<file path="src/rtl/pipeline_pkg.sv">
// Shared constants for the 5-stage MIPS pipeline decode/hazard logic.
package pipeline_pkg;

    localparam int unsigned REG_ADDR_W   = 5;
    localparam int unsigned NUM_REGS     = 32;
    localparam logic [5:0]  OP_LW        = 6'h23;

    localparam int unsigned ALU_LAT_DEF  = 0;
    localparam int unsigned LOAD_LAT_DEF = 1;
    localparam int unsigned CNT_W_DEF    = 2;

endpackage

</file>
<file path="src/rtl/decode_hazard_scoreboard_if.sv">
// Decode-stage issue/writeback bundle between the decode block and the hazard scoreboard.
interface decode_hazard_scoreboard_if;
    import pipeline_pkg::*;

    logic                  id_valid;
    logic [REG_ADDR_W-1:0] id_rs_addr;
    logic [REG_ADDR_W-1:0] id_rt_addr;
    logic                  id_uses_rs;
    logic                  id_uses_rt;
    logic [REG_ADDR_W-1:0] id_dest_addr;
    logic                  id_dest_we;
    logic                  id_is_load;
    logic                  wb_we;
    logic [REG_ADDR_W-1:0] wb_addr;
    logic                  flush;
    logic                  stall;
    logic                  issue;
    logic [NUM_REGS-1:0]   busy_mask;
    logic [31:0]           stall_cycles;

    modport master (
        output id_valid, id_rs_addr, id_rt_addr, id_uses_rs, id_uses_rt,
               id_dest_addr, id_dest_we, id_is_load, wb_we, wb_addr, flush,
        input  stall, issue, busy_mask, stall_cycles
    );

    modport slave (
        input  id_valid, id_rs_addr, id_rt_addr, id_uses_rs, id_uses_rt,
               id_dest_addr, id_dest_we, id_is_load, wb_we, wb_addr, flush,
        output stall, issue, busy_mask, stall_cycles
    );

endinterface

</file>
<file path="src/rtl/scoreboard_counter.sv">
// One register's cycles-until-consumable countdown: load beats clear beats decrement.
module scoreboard_counter #(
    parameter int unsigned CNT_W = 2
) (
    input  logic             clk,
    input  logic             rst_n,
    input  logic             load,
    input  logic [CNT_W-1:0] load_val,
    input  logic             clear,
    output logic             busy
);

    logic [CNT_W-1:0] cnt_q;

    always_ff @(posedge clk or negedge rst_n) begin
        if (!rst_n) begin
            cnt_q <= '0;
        end else if (load) begin
            cnt_q <= load_val;
        end else if (clear) begin
            cnt_q <= '0;
        end else if (cnt_q != '0) begin
            cnt_q <= cnt_q - CNT_W'(1);
        end
    end

    assign busy = (cnt_q != '0);

endmodule

</file>
<file path="src/rtl/decode_hazard_scoreboard.sv">
// Per-register scoreboard: holds decode while a source is in flight, grants issue otherwise.
module decode_hazard_scoreboard
    import pipeline_pkg::*;
#(
    parameter int unsigned ALU_LAT  = ALU_LAT_DEF,
    parameter int unsigned LOAD_LAT = LOAD_LAT_DEF,
    parameter int unsigned CNT_W    = CNT_W_DEF
) (
    input  logic                       clk,
    input  logic                       rst_n,
    decode_hazard_scoreboard_if.slave  sb
);

    localparam logic [CNT_W-1:0] ALU_V  = CNT_W'(ALU_LAT);
    localparam logic [CNT_W-1:0] LOAD_V = CNT_W'(LOAD_LAT);

    logic [NUM_REGS-1:0] busy;
    logic                hz_rs;
    logic                hz_rt;
    logic                stall;
    logic                issue;
    logic [CNT_W-1:0]    new_lat;
    logic [31:0]         stall_cnt_q;

    // Hazard check reads pre-update counters, so src==dest issues once its source is free.
    assign hz_rs   = sb.id_uses_rs && (sb.id_rs_addr != '0) && busy[sb.id_rs_addr];
    assign hz_rt   = sb.id_uses_rt && (sb.id_rt_addr != '0) && busy[sb.id_rt_addr];
    assign stall   = sb.id_valid && !sb.flush && (hz_rs || hz_rt);
    assign issue   = sb.id_valid && !sb.flush && !stall;
    assign new_lat = sb.id_is_load ? LOAD_V : ALU_V;

    assign busy[0] = 1'b0;

    for (genvar r = 1; r < NUM_REGS; r++) begin : g_cnt
        logic ld;
        logic clr;

        assign ld  = issue && sb.id_dest_we && (sb.id_dest_addr == REG_ADDR_W'(r));
        assign clr = sb.wb_we && (sb.wb_addr == REG_ADDR_W'(r));

        scoreboard_counter #(.CNT_W(CNT_W)) u_cnt (
            .clk      (clk),
            .rst_n    (rst_n),
            .load     (ld),
            .load_val (new_lat),
            .clear    (clr),
            .busy     (busy[r])
        );
    end

    // Saturating count of stalled cycles.
    always_ff @(posedge clk or negedge rst_n) begin
        if (!rst_n) begin
            stall_cnt_q <= '0;
        end else if (stall && (stall_cnt_q != '1)) begin
            stall_cnt_q <= stall_cnt_q + 32'd1;
        end
    end

    assign sb.stall        = stall;
    assign sb.issue        = issue;
    assign sb.busy_mask    = busy;
    assign sb.stall_cycles = stall_cnt_q;

endmodule

</file>
<file path="src/flat_wrapper.sv">
// flat-port wrapper written by rule: the top's interface ports become plain ports
module decode_hazard_scoreboard_flat import pipeline_pkg::*;
#(
    parameter int unsigned ALU_LAT  = ALU_LAT_DEF,
    parameter int unsigned LOAD_LAT = LOAD_LAT_DEF,
    parameter int unsigned CNT_W    = CNT_W_DEF
)
  (clk, rst_n, sb_id_valid, sb_id_rs_addr, sb_id_rt_addr, sb_id_uses_rs, sb_id_uses_rt, sb_id_dest_addr, sb_id_dest_we, sb_id_is_load, sb_wb_we, sb_wb_addr, sb_flush, sb_stall, sb_issue, sb_busy_mask, sb_stall_cycles);
  decode_hazard_scoreboard_if sb_i ();
  input  logic clk;
  input  logic rst_n;
  input wire logic [$bits(sb_i.id_valid)-1:0] sb_id_valid;
  input wire logic [$bits(sb_i.id_rs_addr)-1:0] sb_id_rs_addr;
  input wire logic [$bits(sb_i.id_rt_addr)-1:0] sb_id_rt_addr;
  input wire logic [$bits(sb_i.id_uses_rs)-1:0] sb_id_uses_rs;
  input wire logic [$bits(sb_i.id_uses_rt)-1:0] sb_id_uses_rt;
  input wire logic [$bits(sb_i.id_dest_addr)-1:0] sb_id_dest_addr;
  input wire logic [$bits(sb_i.id_dest_we)-1:0] sb_id_dest_we;
  input wire logic [$bits(sb_i.id_is_load)-1:0] sb_id_is_load;
  input wire logic [$bits(sb_i.wb_we)-1:0] sb_wb_we;
  input wire logic [$bits(sb_i.wb_addr)-1:0] sb_wb_addr;
  input wire logic [$bits(sb_i.flush)-1:0] sb_flush;
  output wire logic [$bits(sb_i.stall)-1:0] sb_stall;
  output wire logic [$bits(sb_i.issue)-1:0] sb_issue;
  output wire logic [$bits(sb_i.busy_mask)-1:0] sb_busy_mask;
  output wire logic [$bits(sb_i.stall_cycles)-1:0] sb_stall_cycles;
  assign sb_i.id_valid = sb_id_valid;
  assign sb_i.id_rs_addr = sb_id_rs_addr;
  assign sb_i.id_rt_addr = sb_id_rt_addr;
  assign sb_i.id_uses_rs = sb_id_uses_rs;
  assign sb_i.id_uses_rt = sb_id_uses_rt;
  assign sb_i.id_dest_addr = sb_id_dest_addr;
  assign sb_i.id_dest_we = sb_id_dest_we;
  assign sb_i.id_is_load = sb_id_is_load;
  assign sb_i.wb_we = sb_wb_we;
  assign sb_i.wb_addr = sb_wb_addr;
  assign sb_i.flush = sb_flush;
  assign sb_stall = sb_i.stall;
  assign sb_issue = sb_i.issue;
  assign sb_busy_mask = sb_i.busy_mask;
  assign sb_stall_cycles = sb_i.stall_cycles;
  decode_hazard_scoreboard #(.ALU_LAT(ALU_LAT), .LOAD_LAT(LOAD_LAT), .CNT_W(CNT_W)) u_core (.clk(clk), .rst_n(rst_n), .sb(sb_i));
endmodule
</file>
<file path="config.mk">
export PLATFORM = sky130hd
export DESIGN_NAME = decode_hazard_scoreboard_flat
export DESIGN_NICKNAME = d
export VERILOG_FILES = /design/src/rtl/pipeline_pkg.sv /design/src/rtl/decode_hazard_scoreboard_if.sv /design/src/rtl/scoreboard_counter.sv /design/src/rtl/decode_hazard_scoreboard.sv /design/src/flat_wrapper.sv
export SDC_FILE = /design/constraint.sdc
export NUM_CORES = 1
export LEC_CHECK = 0
export ABC_AREA = 1
export CAP_MARGIN = 5
export CORE_ASPECT_RATIO = 1.5
export CORE_MARGIN = 5
export CORE_UTILIZATION = 52
export CTS_CLUSTER_DIAMETER = 80
export DETAILED_ROUTE_END_ITERATION = 10
export GPL_TIMING_DRIVEN = 0
export PLACE_DENSITY_LB_ADDON = 0.25
export SYNTH_ARGS = -nofsm -noshare
export SYNTH_HDL_FRONTEND = slang
export SYNTH_HIERARCHICAL = 1
export SYNTH_SLANG_ARGS = --single-unit
</file>
<file path="constraint.sdc">
create_clock -name clk -period 2.23 [get_ports clk]
set_clock_uncertainty 0.2 [all_clocks]
set_input_delay 0.446 -clock clk [delete_from_list [all_inputs] [get_ports clk]]
set_output_delay 0.446 -clock clk [all_outputs]
set_load 0.01 [all_outputs]
</file>
After elaboration in Yosys (flattened, before gate mapping)
Cells that the tools add are included.
{"block": "op_classes", "addsub": 32, "multipliers": 0, "n_div": 0, "n_lt_le_gt_ge": 2, "n_eq_ne": 63, "n_shift": 0, "muxes": 98, "n_bitwise": 0, "reduce_logical": 138}
{"op": "two-way mux 2 bit", "n": 93}
{"op": "equality test 5 bit (second input constant)", "n": 32}
{"op": "nonzero test 3 bit", "n": 31}
{"op": "equality test 5 x 4 -> 1 bit (second input constant)", "n": 16}
{"op": "logical AND 1 bit", "n": 71}
{"op": "nonzero test 2 bit", "n": 31}
{"op": "subtractor 2 x 1 -> 2 bit (second input constant)", "n": 31}
{"op": "equality test 5 x 3 -> 1 bit (second input constant)", "n": 8}
{"op": "adder 32 x 1 -> 32 bit (second input constant)", "n": 1}
{"op": "inequality test 32 bit (second input constant)", "n": 1}
{"op": "equality test 5 x 2 -> 1 bit (second input constant)", "n": 4}
{"op": "less-than comparator 5 x 6 -> 1 bit (second input constant)", "n": 2}
{"op": "binary-select mux 1 bit (select 5 bit)", "n": 2}
{"op": "equality test 5 x 1 -> 1 bit (second input constant)", "n": 2}
{"op": "nonzero test 5 bit", "n": 2}
{"op": "two-way mux 1 bit", "n": 3}
{"op": "zero test 1 bit", "n": 2}
{"op": "logical OR 1 bit", "n": 1}
{"block": "word_totals", "reg_bits": 94, "latchBits": 0, "ramBits": 0, "rom_bits": 0, "in_bits": 29, "out_inout_bits": 66, "wordCells": 365, "mem_count": 0}

Longest topological paths before layout
{"block": "logic_depth", "ltp_word": 11, "mapped_depth": 20, "mapped_depth_nobuf": 19}

By module
The synthesis kept the hierarchy.
{"module": "scoreboard_counter", "instances": 31, "cells_per_inst": 21, "area_each_um2": 140.1, "seq_area_each_um2": 50.0}
{"module": "decode_hazard_scoreboard", "instances": 1, "cells_per_inst": 620, "area_each_um2": 3683.5, "seq_area_each_um2": 800.8}

Least setup slack after synthesis
Ideal clock, no wire load.
{"block": "synth_timing", "path_type": "flip-flop to output port", "from": "register u_core.g_cnt[13].u_cnt.cnt_q[0]", "to": "output port sb_issue", "arrival_time_ps": 1777, "required_ps": 1584, "slack_ps": -193, "path_stages_with_launch": 16, "n_path_buf": 1, "path_cell_list": "dfrtp_1 -> inv_1 -> ha_1 -> inv_2 -> inv_1 -> nand2_1 -> nand3_1 -> nand2_1 -> nand2_1 -> nand2_1 -> nor2_1 -> nand2_1 -> nand3_2 -> nand2_2 -> buf_2 -> nor3_1"}
{"block": "synth_via", "elab_chain_len": 8, "word_cells_on_any_way": 11, "cone_classes": "mux: 4; reduce/logical: 7"}
{"item": "from (decl)", "line_no": "scoreboard_counter.sv:13", "source": "logic [CNT_W-1:0] cnt_q;"}
{"item": "from (signal assigned)", "line_no": "scoreboard_counter.sv:19", "source": "cnt_q <= load_val;"}
{"item": "from (signal assigned)", "line_no": "scoreboard_counter.sv:23", "source": "cnt_q <= cnt_q - CNT_W'(1);"}
{"item": "nonzero test 2 bit *", "line_no": "scoreboard_counter.sv:27", "source": "assign busy = (cnt_q != '0);"}
{"item": "via sb_busy_mask[13]", "line_no": "flat_wrapper.sv:25", "source": "output wire logic [$bits(sb_i.busy_mask)-1:0] sb_busy_mask;"}
{"item": "binary-select mux 1 bit (select 5 bit) (on tied branches)", "line_no": "decode_hazard_scoreboard.sv:26, decode_hazard_scoreboard.sv:27"}
{"item": "two-way mux 1 bit (on tied branches)", "line_no": "decode_hazard_scoreboard.sv:26, decode_hazard_scoreboard.sv:27"}
{"item": "logical AND 1 bit (on tied branches)", "line_no": "decode_hazard_scoreboard.sv:26, decode_hazard_scoreboard.sv:27"}
{"item": "logical OR 1 bit *", "line_no": "decode_hazard_scoreboard.sv:28", "source": "assign stall = sb.id_valid && !sb.flush && (hz_rs || hz_rt);"}
{"item": "logical AND 1 bit *", "line_no": "decode_hazard_scoreboard.sv:28"}
{"item": "zero test 1 bit *", "line_no": "decode_hazard_scoreboard.sv:29", "source": "assign issue = sb.id_valid && !sb.flush && !stall;"}
{"item": "logical AND 1 bit *", "line_no": "decode_hazard_scoreboard.sv:29"}
{"item": "to (decl)", "line_no": "flat_wrapper.sv:24", "source": "output wire logic [$bits(sb_i.issue)-1:0] sb_issue;"}
Mark *: on every way through the listed nets, which the timed path passes. The rest lies on a longest branch. The select of a mux whose other input is x is not followed.

Worst setup path after layout
{"block": "layout_timing", "from": "register u_core.g_cnt[18].u_cnt.cnt_q[0]", "to": "output port sb_issue"}
{"block": "layout_via", "elab_chain_len": 8, "word_cells_on_any_way": 11, "cone_classes": "mux: 4; reduce/logical: 7"}
{"item": "from (decl)", "line_no": "scoreboard_counter.sv:13"}
{"item": "from (signal assigned)", "line_no": "scoreboard_counter.sv:19"}
{"item": "from (signal assigned)", "line_no": "scoreboard_counter.sv:23"}
{"item": "nonzero test 2 bit *", "line_no": "scoreboard_counter.sv:27"}
{"item": "binary-select mux 1 bit (select 5 bit) (on tied branches)", "line_no": "decode_hazard_scoreboard.sv:26, decode_hazard_scoreboard.sv:27"}
{"item": "two-way mux 1 bit (on tied branches)", "line_no": "decode_hazard_scoreboard.sv:26, decode_hazard_scoreboard.sv:27"}
{"item": "logical AND 1 bit (on tied branches)", "line_no": "decode_hazard_scoreboard.sv:26, decode_hazard_scoreboard.sv:27"}
{"item": "logical OR 1 bit *", "line_no": "decode_hazard_scoreboard.sv:28"}
{"item": "logical AND 1 bit *", "line_no": "decode_hazard_scoreboard.sv:28"}
{"item": "zero test 1 bit *", "line_no": "decode_hazard_scoreboard.sv:29"}
{"item": "logical AND 1 bit *", "line_no": "decode_hazard_scoreboard.sv:29"}
Mark *: on every way between the ends. The rest lies on a longest branch, timed or not. The select of a mux whose other input is x is not followed.

==> impl_metrics.toml <==
[cts]
cts_buffers = 9
cts_tree = "done"
clockBufferDepth = 2
cts_num_sinks = 94
htreeDepth = 3
clkTransAtPathRegs_ns = 0.08
cts-root-buf = "clkbuf_16"
clock_latency_ns = 0.36

[global_route]
grt_max_degree = 62
antenna_found_initial = 0
grt_pass1_wl_um = 41800
overflow = 0
grt_pass1_vias = 8688
grtUsageTotal_pct = 28.8

[synthesis]
syn-instance-count = 1271
synth_area_sq_mm = 0.00803
synth_edf_count = 0
synth_top_area_share_pct = 29.3
synth.distinct_cells = 29
synth_seq_cells = 94
avgSynthCellArea_sq_um = 6.32
async_reset_ff_share_pct = 100
ys_seq_area_share_pct = 29.3
synth_commonest_cells = "nand2_1, inv_1, nand3_1, dfrtp_1, nor2_1"
ys_warn_count = 6
yosys.area.top_type = "dfrtp_1"
synth.most_common_cell = "nand2_1"
synth_flop_cell = "dfrtp_1"
synth_area_leaders = "dfrtp_1, nand2_1, inv_1"

[sta]
worst_slew_pin_slew_ns = 0.681
fmax_mhz = 339
setup_viol = 96
finalSetupTns_ns = -48.23
setup_slack_ns = -0.718
slew_headroom_pct = 54.4
worst_hold_slack_ns = 0.313
fin_crit_sh_pct = 132
period_needed_ns = 2.95
slew_viol_final = 0
rsz0062_at_grt = "yes"
hold_viol_final = 0

[floorplan]
initial_core_util_pct = 53.0
boundaryPins = 95
die_y_um = 162
die_width_um = 111
core_area_sq_mm = 0.0151
rows = 55
die_area_sq_mm = 0.0181

[drt]
wl_per_cell_um = 15.8
antenna_left = 0
first_pass_iters = 6
vias = 8863
avgViaCountPerCell = 5.22
drc = 0
wl_um = 26800
drt_iter0_markers = 595

[layout]
nets = 1554
antennaDiodeCount = 0
postLayoutCoreUtil_pct = 75.6
regArea_sq_mm = 0.00235
multi_input_area_sq_mm = 0.00572
fillCellCount = 1181
drive_gt1_share_pct = 26.8
syn_to_final_growth_pct = 42.5

[power]
p_leak_nw = 6.00
power_w = 0.0118
vdd_drop_max_v = 0.000648
powerDensity_mw_per_mm2 = 1030

[critical_path]
path_max_fanout = 4
crit_required_ns = 1.58
worst_setup_path_start_kind = "flip-flop"
critPathKind = "flip-flop to output port"
reg2reg_slack_ns = -0.69
crit_arrival_ns = 2.30
endpoint_kind = "output port"

[run_status]
status = "complete, but fails checks"
violations = "setup timing"

[worst_hold_path]
hold_class = "flip-flop to flip-flop"

[placement]
io_buffer_count = 90
dpl.hpwl_um = 19000
place_congestion = 1.07

[job]
maxCapViolations = 0
## power breakdown
group	total [W]	switching (W)	internal [W]
logic	0.00754	0.00418	0.00336
registers	0.00271	0.000342	0.00237
clock network	0.00155	0.000765	0.000785
total	0.0118	0.00528	0.00651
## layout by cell type, fill, tap and decap left out, drive strengths merged
cell type / n
clkinvlp: 1
nor2: 112
clkdlybuf4s15: 1
nand3: 105
a21oi: 6
a21boi: 1
dlygate4sd3: 1
o211ai: 4
inv: 204
nor4: 1
dlymetal6s2s: 10
conb: 32
clkinv: 2
xor2: 21
o21ai: 4
ha: 32
nand4: 40
clkbuf: 22
xnor2: 9
nor3: 50
clkdlybuf4s50: 53
dlygate4sd2: 23
nand2: 562
dfrtp: 94
buf: 108
## cell families after synthesis
kind of cell,count (synthesis),synth area share (%)
other cells,1,0.0467
flops,94,29.3
xor+xnor,30,3.27
simple gates,870,49.7
buf+inv,229,11.6
fa+ha+maj,32,4.99
compound gates,15,1.09
## sequential cells by signal (all words and copies together), names as in the netlist
name / count
u_core/g_cnt.u_cnt/cnt_q: 62
u_core/sb.stall_cycles: 32
## stage by stage
step	std cells	setup slack (ns)	cell area, sq um
after floorplan	1302	-0.0629	8610
after global placement	1591	-3.27	9760
after detailed placement	1593	-1.38	9820
after CTS	1653	-0.580	10800
after global routing	1697	-0.829	11400
final	1697	-0.718	11400
## path summary, 6_finish.rpt
check,from,end,cells after the start
worst min-delay path,u_core/g_cnt[10].u_cnt/cnt_q[0],u_core/g_cnt[10].u_cnt/cnt_q[0],2
max in group asynchronous,rst_n,u_core/g_cnt[12].u_cnt/cnt_q[1],3
worst min register to register,u_core/g_cnt[10].u_cnt/cnt_q[0],u_core/g_cnt[10].u_cnt/cnt_q[0],2
min in group asynchronous,rst_n,u_core/g_cnt[7].u_cnt/cnt_q[0],2
worst max-delay path,u_core/g_cnt[18].u_cnt/cnt_q[0],sb_issue,17
worst max register to register,u_core/g_cnt[18].u_cnt/cnt_q[0],u_core/g_cnt[31].u_cnt/cnt_q[0],23
## final cells by class
cell class | count | share of cell area, %
Multi-Input combinational cell | 979 | 50.0
Timing Repair Buffer | 180 | 15.3
Clock inverter | 7 | 0.580
Buffer | 29 | 2.33
Tap cell | 199 | 2.18
Inverter | 200 | 7.09
Clock buffer | 9 | 1.97
Sequential cell | 94 | 20.6
## metal layers
metal	routed length, um	global-route usage, %
met5	0	0
met4	2110	21.6
met3	1600	5.22
met2	14100	53.3
met1	9050	28.3
## timing repair
action,CTS,global route
endpoints found under the hold margin,33,0
pin swaps,25,50
setup buffers,42,42
setup endpoints to repair,120,107
hold buffers,1,0
gates resized for setup,150,110
gates cloned,1,3
## critical path, stage by stage, from the launching register on
cell and delay, ns:
dfrtp_1 0.40, inv_2 0.09, ha_4 0.17, inv_4 0.05, inv_4 0.06, nand2_2 0.06
nand3_2 0.06, nand2_1 0.07, nand2_1 0.07, nand2_1 0.05, nor2_1 0.13, nand2_2 0.09
nand3_4 0.12, buf_12 0.12, nand2_8 0.05, buf_8 0.12, nor3_4 0.09, buf_2 0.15
No activity file was read; power rests on OpenSTA's default activity.
